## src/rtl/gameport_timer.sv

```systemverilog
// ============================================================================
// gameport_timer
// ----------------------------------------------------------------------------
// Purpose:
//    PC game-port (201h) analog timer and button front end for NUM_STICKS
//    joysticks. A CPU write to the port fires every axis one-shot at once.
//    Each axis bit then reads 1 until a shared counter, advanced by a
//    prescaled tick, reaches that axis' threshold. Thresholds are taken from
//    the signed 8-bit stick position at the moment of the write, so the stick
//    can move freely while a measurement runs. Sticks 0 and 1 can be exchanged
//    so a player can use either physical controller as "player one".
//
// Parameters:
//    NUM_STICKS  number of sticks (>=1), each with an X and a Y axis
//    BTNS        buttons per stick
//    CNT_W       axis counter width (>=8); thresholds are scaled up to it
//    PRE_LOG     prescaler low bits; tick period is (cpu_speed+1)*2^PRE_LOG
//
// Ports:
//    clk_cpu     in   system clock
//    reset       in   synchronous, active-high
//    cpu_speed   in   CPU divider code (0 = fastest); stretches the tick
//    swap        in   1 = exchange stick 0 and stick 1 (analog and buttons)
//    joy_wr      in   one-cycle port write strobe, fires the one-shots
//    analog      in   per stick k: [16k+15:16k+8] X, [16k+7:16k] Y, signed
//    buttons     in   per stick k: [BTNS*k +: BTNS], 1 = pressed
//    axis_out    out  [2k] = X of stick k, [2k+1] = Y of stick k, 1 = timing
//    btn_out     out  registered inverted buttons after swap, 0 = pressed
//    busy        out  1 while a measurement is in progress
// ============================================================================
module gameport_timer #(
   parameter int NUM_STICKS = 2,
   parameter int BTNS       = 2,
   parameter int CNT_W      = 8,
   parameter int PRE_LOG    = 4
) (
   input  logic                         clk_cpu,
   input  logic                         reset,
   input  logic [4:0]                   cpu_speed,
   input  logic                         swap,
   input  logic                         joy_wr,
   input  logic [16*NUM_STICKS-1:0]     analog,
   input  logic [BTNS*NUM_STICKS-1:0]   buttons,
   output logic [2*NUM_STICKS-1:0]      axis_out,
   output logic [BTNS*NUM_STICKS-1:0]   btn_out,
   output logic                         busy
);

   localparam int NAXES = 2 * NUM_STICKS;
   localparam int PRE_W = 5 + PRE_LOG;

   localparam logic [CNT_W-1:0] CNT_IDLE = '1;
   localparam logic [CNT_W-1:0] CNT_ONE  = CNT_W'(1);
   localparam logic [PRE_W-1:0] PRE_ONE  = PRE_W'(1);

   // The measurement state is not stored separately: the counter parked at
   // all ones is the idle condition, any other value means a run is active.
   typedef enum logic {
      IDLE = 1'b0,
      RUN  = 1'b1
   } state_t;

   logic [CNT_W-1:0]                 r_cnt;
   logic [PRE_W-1:0]                 r_pre;
   logic                             r_tick;
   logic [NAXES-1:0]                 r_axis;
   logic [BTNS*NUM_STICKS-1:0]       r_btn;
   logic [NAXES-1:0][CNT_W-1:0]      r_thr;

   logic [16*NUM_STICKS-1:0]         w_swAnalog;
   logic [BTNS*NUM_STICKS-1:0]       w_swButtons;
   logic [NAXES-1:0][CNT_W-1:0]      w_thrLoad;
   logic [PRE_W-1:0]                 w_preWrap;
   state_t                           w_state;

   logic [CNT_W-1:0]                 w_cntNext;
   logic [PRE_W-1:0]                 w_preNext;
   logic                             w_tickNext;
   logic [NAXES-1:0]                 w_axisNext;
   logic [NAXES-1:0][CNT_W-1:0]      w_thrNext;

   // Stick exchange. Only sticks 0 and 1 ever move; with a single stick there
   // is nothing to exchange, so the swap input is simply not looked at.
   generate
      if (NUM_STICKS >= 2) begin : gSwap
         always_comb begin
            w_swAnalog  = analog;
            w_swButtons = buttons;
            if (swap) begin
               w_swAnalog[15:0]            = analog[31:16];
               w_swAnalog[31:16]           = analog[15:0];
               w_swButtons[BTNS-1:0]       = buttons[2*BTNS-1:BTNS];
               w_swButtons[2*BTNS-1:BTNS]  = buttons[BTNS-1:0];
            end
         end
      end else begin : gNoSwap
         logic w_unusedSwap;
         assign w_unusedSwap = swap;
         assign w_swAnalog   = analog;
         assign w_swButtons  = buttons;
      end
   endgenerate

   // Turn each signed stick position into an unsigned counter threshold by
   // flipping the sign bit (-128 -> 0, 0 -> 128, +127 -> 255) and placing the
   // result in the top 8 bits of the counter, which scales it to CNT_W.
   always_comb begin
      w_thrLoad = '0;
      for (int k = 0; k < NUM_STICKS; k++) begin
         w_thrLoad[2*k][CNT_W-1 -: 8]   = {~w_swAnalog[16*k+15], w_swAnalog[16*k+8 +: 7]};
         w_thrLoad[2*k+1][CNT_W-1 -: 8] = {~w_swAnalog[16*k+7],  w_swAnalog[16*k +: 7]};
      end
   end

   // The prescaler wraps when its upper bits equal the speed code and its low
   // PRE_LOG bits are all ones, giving (cpu_speed+1)*2^PRE_LOG clocks a tick.
   assign w_preWrap = {cpu_speed, {PRE_LOG{1'b1}}};

   // Decode the run/idle condition from the parked counter value.
   always_comb begin
      w_state = (r_cnt == CNT_IDLE) ? IDLE : RUN;
   end

   // Next-state logic. The prescaler free-runs in both states. A port write
   // always wins and restarts everything, even in the middle of a run, with
   // freshly snapshotted thresholds. During a run each axis drops once the
   // counter equals its threshold and stays low until the next write. When
   // idle every axis is held low, which also catches axes whose threshold was
   // all ones and so could never match while running.
   always_comb begin
      w_preNext  = r_pre + PRE_ONE;
      if (r_pre == w_preWrap) begin
         w_preNext = '0;
      end
      w_tickNext = (r_pre == '0);
      w_cntNext  = r_cnt;
      w_axisNext = r_axis;
      w_thrNext  = r_thr;

      if (joy_wr) begin
         w_cntNext  = '0;
         w_preNext  = PRE_ONE;
         w_tickNext = 1'b0;
         w_axisNext = '1;
         w_thrNext  = w_thrLoad;
      end else begin
         case (w_state)
            RUN: begin
               for (int i = 0; i < NAXES; i++) begin
                  if (r_cnt == r_thr[i]) begin
                     w_axisNext[i] = 1'b0;
                  end
               end
               if (r_tick) begin
                  w_cntNext = r_cnt + CNT_ONE;
               end
            end
            default: begin
               w_axisNext = '0;
            end
         endcase
      end
   end

   // State registers. Reset has priority over a simultaneous port write and
   // returns the block to idle with every axis low and all buttons released.
   // The button outputs are refreshed every cycle in port polarity.
   always_ff @(posedge clk_cpu) begin
      if (reset) begin
         r_cnt  <= CNT_IDLE;
         r_pre  <= '0;
         r_tick <= 1'b0;
         r_axis <= '0;
         r_btn  <= '1;
         r_thr  <= '0;
      end else begin
         r_cnt  <= w_cntNext;
         r_pre  <= w_preNext;
         r_tick <= w_tickNext;
         r_axis <= w_axisNext;
         r_btn  <= ~w_swButtons;
         r_thr  <= w_thrNext;
      end
   end

   assign axis_out = r_axis;
   assign btn_out  = r_btn;
   assign busy     = (w_state == RUN);

endmodule
```

## config.mk

```make
export PLATFORM = sky130hd
export DESIGN_NAME = gameport_timer
export DESIGN_NICKNAME = d
export VERILOG_FILES = /design/src/rtl/gameport_timer.sv
export SDC_FILE = /design/constraint.sdc
export NUM_CORES = 1
export LEC_CHECK = 0
export CORE_MARGIN = 4
export CORE_UTILIZATION = 57
export CTS_CLUSTER_SIZE = 14
export DETAILED_ROUTE_END_ITERATION = 10
export PLACE_DENSITY = 0.87
export SYNTH_ARGS = -nofsm -noshare
export SYNTH_HDL_FRONTEND = slang
export SYNTH_SLANG_ARGS = --single-unit
```

## constraint.sdc

```tcl
create_clock -name clk_cpu -period 4 [get_ports clk_cpu]
set_input_delay 0.8 -clock clk_cpu [delete_from_list [all_inputs] [get_ports clk_cpu]]
set_output_delay 0.8 -clock clk_cpu [all_outputs]
set_load 0.03 [all_outputs]
```

After elaboration in Yosys (flattened, before gate mapping)

Index checks and enable logic that the tools add are counted.

Bitwise gates (word level): 5
Shifts and indexed selects: 0
Mux-type cells: 14
$mul: 0
Div/mod/pow operators: 0
Reduce and logical (&&, ||, !) cells: 9
Order comparisons: 0
Add/subtract/negate cells: 2
Equal/unequal tests: 7

Operators with widths:

| operator                                                      | number |
|---|---|
| 8-bit == test                                                 | 4 |
| 32-bit two-way mux                                            | 1 |
| 8-bit two-way mux                                             | 3 |
| 4-bit two-way mux                                             | 3 |
| 3-bit nonzero test                                            | 4 |
| 9-bit by 1-bit adder with 9-bit output, second input constant | 1 |
| 9-bit == test                                                 | 1 |
| 9-bit zero test                                               | 1 |
| 8-bit by 1-bit adder with 8-bit output, second input constant | 1 |
| 8-bit == test, second input constant                          | 1 |
| 1-bit two-way mux                                             | 7 |
| 1-bit inverter                                                | 4 |
| 4-bit inverter                                                | 1 |
| 3-bit OR reduction                                            | 1 |
| 2-bit != test, second input constant                          | 1 |
| 2-bit AND reduction                                           | 1 |
| 2-bit nonzero test                                            | 1 |
| 2-bit OR reduction                                            | 1 |

Bits in registers: 58
Memory bits (writable): 0
Latch bits: 0
ROM bits: 0
Memories: 0

Logic depth before layout (Yosys ltp)

Word-level depth: 4
Gate-level depth with buffers: 5

Worst setup path after synthesis

OpenSTA, ideal clock, no wires.

Path type: reg2out
Start point: reg r_cnt[0]
End point: out busy
Path buffers: 0
Slack: 2160 ps
Required time: 3200 ps
Cell stages (with the launch flop): 5
Data arrival time: 1040 ps
Cell sequence: dfxtp_1 > ha_1 > nand3_1 > nor2_1 > inv_1

Word-level cells in the longest chain between the ends: 2

Ends and longest elaborated chain:

| item                     | line | RTL |
|---|---|---|
| start: declaration       | 63   | `logic [CNT_W-1:0] r_cnt;` |
| start signal: assignment | 177  | `r_cnt <= w_cntNext;` |
| 8-bit == test            | 121  | `w_state = (r_cnt == CNT_IDLE) ? IDLE : RUN;` |
| 1-bit two-way mux        | 121  |  |
| end: declaration         | 46   | `output logic busy` |

No other way between the ends.

Final worst setup path

Same ends and word-level chain as after synthesis.

==> summary.txt <==
Status
  • Outcome: finished clean

Synthesis
  • Synth cell types: 33
  • Largest cells by area after synthesis: dfxtp_1 38%, mux2i_1 14%, xnor2_1 13%, a211oi_1 6.9%, nor2_1 6.0%
  • Ys async rst share: 0%
  • Seq/Total Area, Yosys: 38.0%
  • Multiplexer area fraction after synthesis: 13.8%
  • Ys flop type: dfxtp_1
  • Post-synthesis xor/xnor area fraction: 14.1%
  • Largest family of logic cells by synthesized area: simple AND/OR/NAND/NOR gates
  • Synth top area share: 38.0%
  • Synth Area per Inst: 9.45 um2
  • Synth Net Count: 371
  • Synth Cell Area: 3050 um2
  • Synth Area in Simple Gates: 14.2%
  • Post-synthesis adder-cell area fraction: 1.23%
  • Synth Register Bits: 58
  • Compound-Gate Fraction of Synth Area: 12.1%
  • Mapped Cells: 323
  • EDFF count, synth: 0
  • Warnings from Yosys: 0
  • Area leader, netlist: dfxtp_1

Clock network
  • Clk_lat worst skew: 340 ps
  • Clock transition at path regs: 60 ps
  • CTS Hold Bufs: 0
  • CTS max path bufs: 2
  • Postcts setup bufs: 0
  • Post_cts resized: 0
  • Root Buffer: clkbuf_8
  • CTS tree: yes
  • CTS sink count: 58
  • CTS buffer count: 9
  • H-tree depth: 3

STA
  • Setup TNS: 0 ps
  • Count of final max-slew check failures: 0
  • Tmin final: 3090 ps
  • Layout Skew: 6.62 ps
  • Final worst setup slack: 915 ps
  • RSZ-0062 raised after global routing: no
  • Final hold violations: 0
  • Final worst path period share: 77.1%
  • Normalized max-slew margin: 31.4%
  • Final setup viols: 0
  • Fmax: 324 MHz
  • Least-Margin Pin Slew: 1030 ps

Floorplan
  • Die Y: 81.2 um
  • Num rows: 26
  • Core area: 5140 um2
  • Die Area: 6590 um2
  • Starting density of the core: 59.4%
  • Die X: 81.2 um
  • Io pins: 54

Global route
  • Total congestion overflow: 0
  • Initial antenna violation count: 0
  • Vias in the first global route: 2,389
  • Global-route wire length before repair: 11,000 um
  • All-Layer GR Usage: 22.2%
  • Largest net degree at the start of global routing: 46

Critical path
  • R2R Setup Slk: 2380 ps
  • Crit Path Max Fanout: 8
  • Critical Path Sink Type: output pin
  • CP Class: reg2out
  • Arrival time at the worst endpoint: 2290 ps
  • Worst r2r src: r_cnt[0]$_SDFFE_PP1P_
  • Worst Path Required: 3200 ps
  • Critical path launch point type: flip-flop
  • Register-to-Register Path Depth: 5
  • RR Endpoint: r_cnt[1]$_SDFFE_PP1P_

Pwr
  • Internal power: 1.14 mW
  • Sw Ratio: 25.0%
  • Clk pwr share: 39.6%
  • Peak VDD IR: 381 uV
  • Net Sw Power: 379 uW
  • Reg power frac: 43.8%
  • Pwr/cell area: 407 nW/um2
  • Comb pwr share: 16.6%
  • Leakage: 1.41 nW

Placed design
  • Hpwl dp: 4810 um
  • Pre-CTS WS: 1300 ps
  • Port Buffers: 53
  • Gpl congestion: 0.851

Routing
  • Drt pass-1 iters: 4
  • Wire per inst: 15.1 um
  • WL final: 6620 um
  • Final ANT Viol Nets: 0
  • Drc violations: 0
  • Violation count after the first detailed-routing iteration: 175
  • Via density: 5.53
  • DR vias: 2,417

Hold path
  • HP Start: axis_out[1]$_SDFFE_PP0P_
  • WHS Endpoint: axis_out[1]$_SDFFE_PP0P_
  • Hold Path Class: reg2reg
  • Cells on Worst Hold Path: 2

Run
  • Max-Cap Viols: 0

Final layout
  • Area Growth Syn to Fin: 22.1%
  • Ratio of cells with drive above 1 in the final layout: 7.63%
  • NumNets Final: 411
  • Most frequent cells in the layout: 58 x dfxtp_1, 51 x clkdlybuf4s50_1, 49 x nor2_1, 46 x xnor2_1, 42 x mux2i_1
  • Most common cell after layout, fill and taps aside: dfxtp_1
  • ANT cells: 0
-- cell usage after synthesis (all sizes together), types with 2 or more instances --
master  instances
ha              3
and3            2
or2             4
nand2b          3
inv             9
clkbuf          9
o31ai           2
dfxtp          58
xnor2          46
o21bai          8
o21ai           3
nand4          12
mux2i          42
nand2           5
xor2            3
nand3           5
a21oi           3
a211oi         29
buf            17
o41ai           4
nor3            3
nor2           49
-- sequential cells by signal, summed over array words and instances, names as in the netlist --
| register | cells |
|---|---|
| axis_out | 4 |
| btn_out | 4 |
| r_cnt | 8 |
| r_tick | 1 |
| r_thr | 32 |
| r_pre | 9 |
-- per-layer routing --
layer | global-route usage [%] | wire [um] | vias up
li1 | - | - | 1205
met1 | 25.7 | 2850 | 1144
met2 | 37.1 | 3340 | 56
met3 | 7.54 | 311 | 12
met4 | 9.63 | 114 | 0
met5 | 0 | 0 | -
-- final cells by class --
class / instances / area, um2
clock buffers: 13 / 159
clock inverters: 2 / 60.1
inverters: 9 / 33.8
multi-input cells: 230 / 1690
flip-flops and latches: 58 / 1160
fillers: 413 / 1410
repair buffers: 55 / 536
well taps: 70 / 87.6
-- worst max-delay path by stage --
stage	start	to	cells after the start
global route	r_cnt[0]$_SDFFE_PP1P_	busy	5
global placement	r_cnt[0]$_SDFFE_PP1P_	busy	5
floorplan	r_cnt[0]$_SDFFE_PP1P_	busy	4
CTS	r_cnt[0]$_SDFFE_PP1P_	busy	5
finish	r_cnt[0]$_SDFFE_PP1P_	busy	5
detailed placement	r_cnt[0]$_SDFFE_PP1P_	busy	5
-- cells by family after synthesis --
family	count (synthesis)
AOI/OAI and AO/OA	49
xor gates and xnor gates	49
adders and majority gates	3
buffers and inverters	35
DFF	58
muxes	42
and+or+nand+nor	87
-- metrics by stage --
step	area (um2)	instances	hold WS, ps	power [mW]	utilization [%]
finish	3730	437	457	1.52	72.5
global route	3730	437	481	1.58	72.5
CTS	3730	437	461	1.53	72.5
detailed placement	3510	422	451	0.925	68.3
global placement	3510	422	448	0.914	68.3
floorplan	3050	323	469	0.842	-
-- power by group through the flow --
stage	clock network [mW]	registers [mW]	logic, mW
floorplan	0	0.663	0.179
global placement	0	0.673	0.241
detailed placement	0	0.676	0.249
CTS	0.608	0.664	0.254
global route	0.632	0.670	0.276
finish	0.600	0.664	0.252
-- critical path: stages (launching register included) --
cell	delay (ps)
dfxtp_1	520
ha_1	300
nand3_1	140
nor2_1	300
inv_1	80
clkdlybuf4s50_1	600
(Power assumes the default switching activity.)
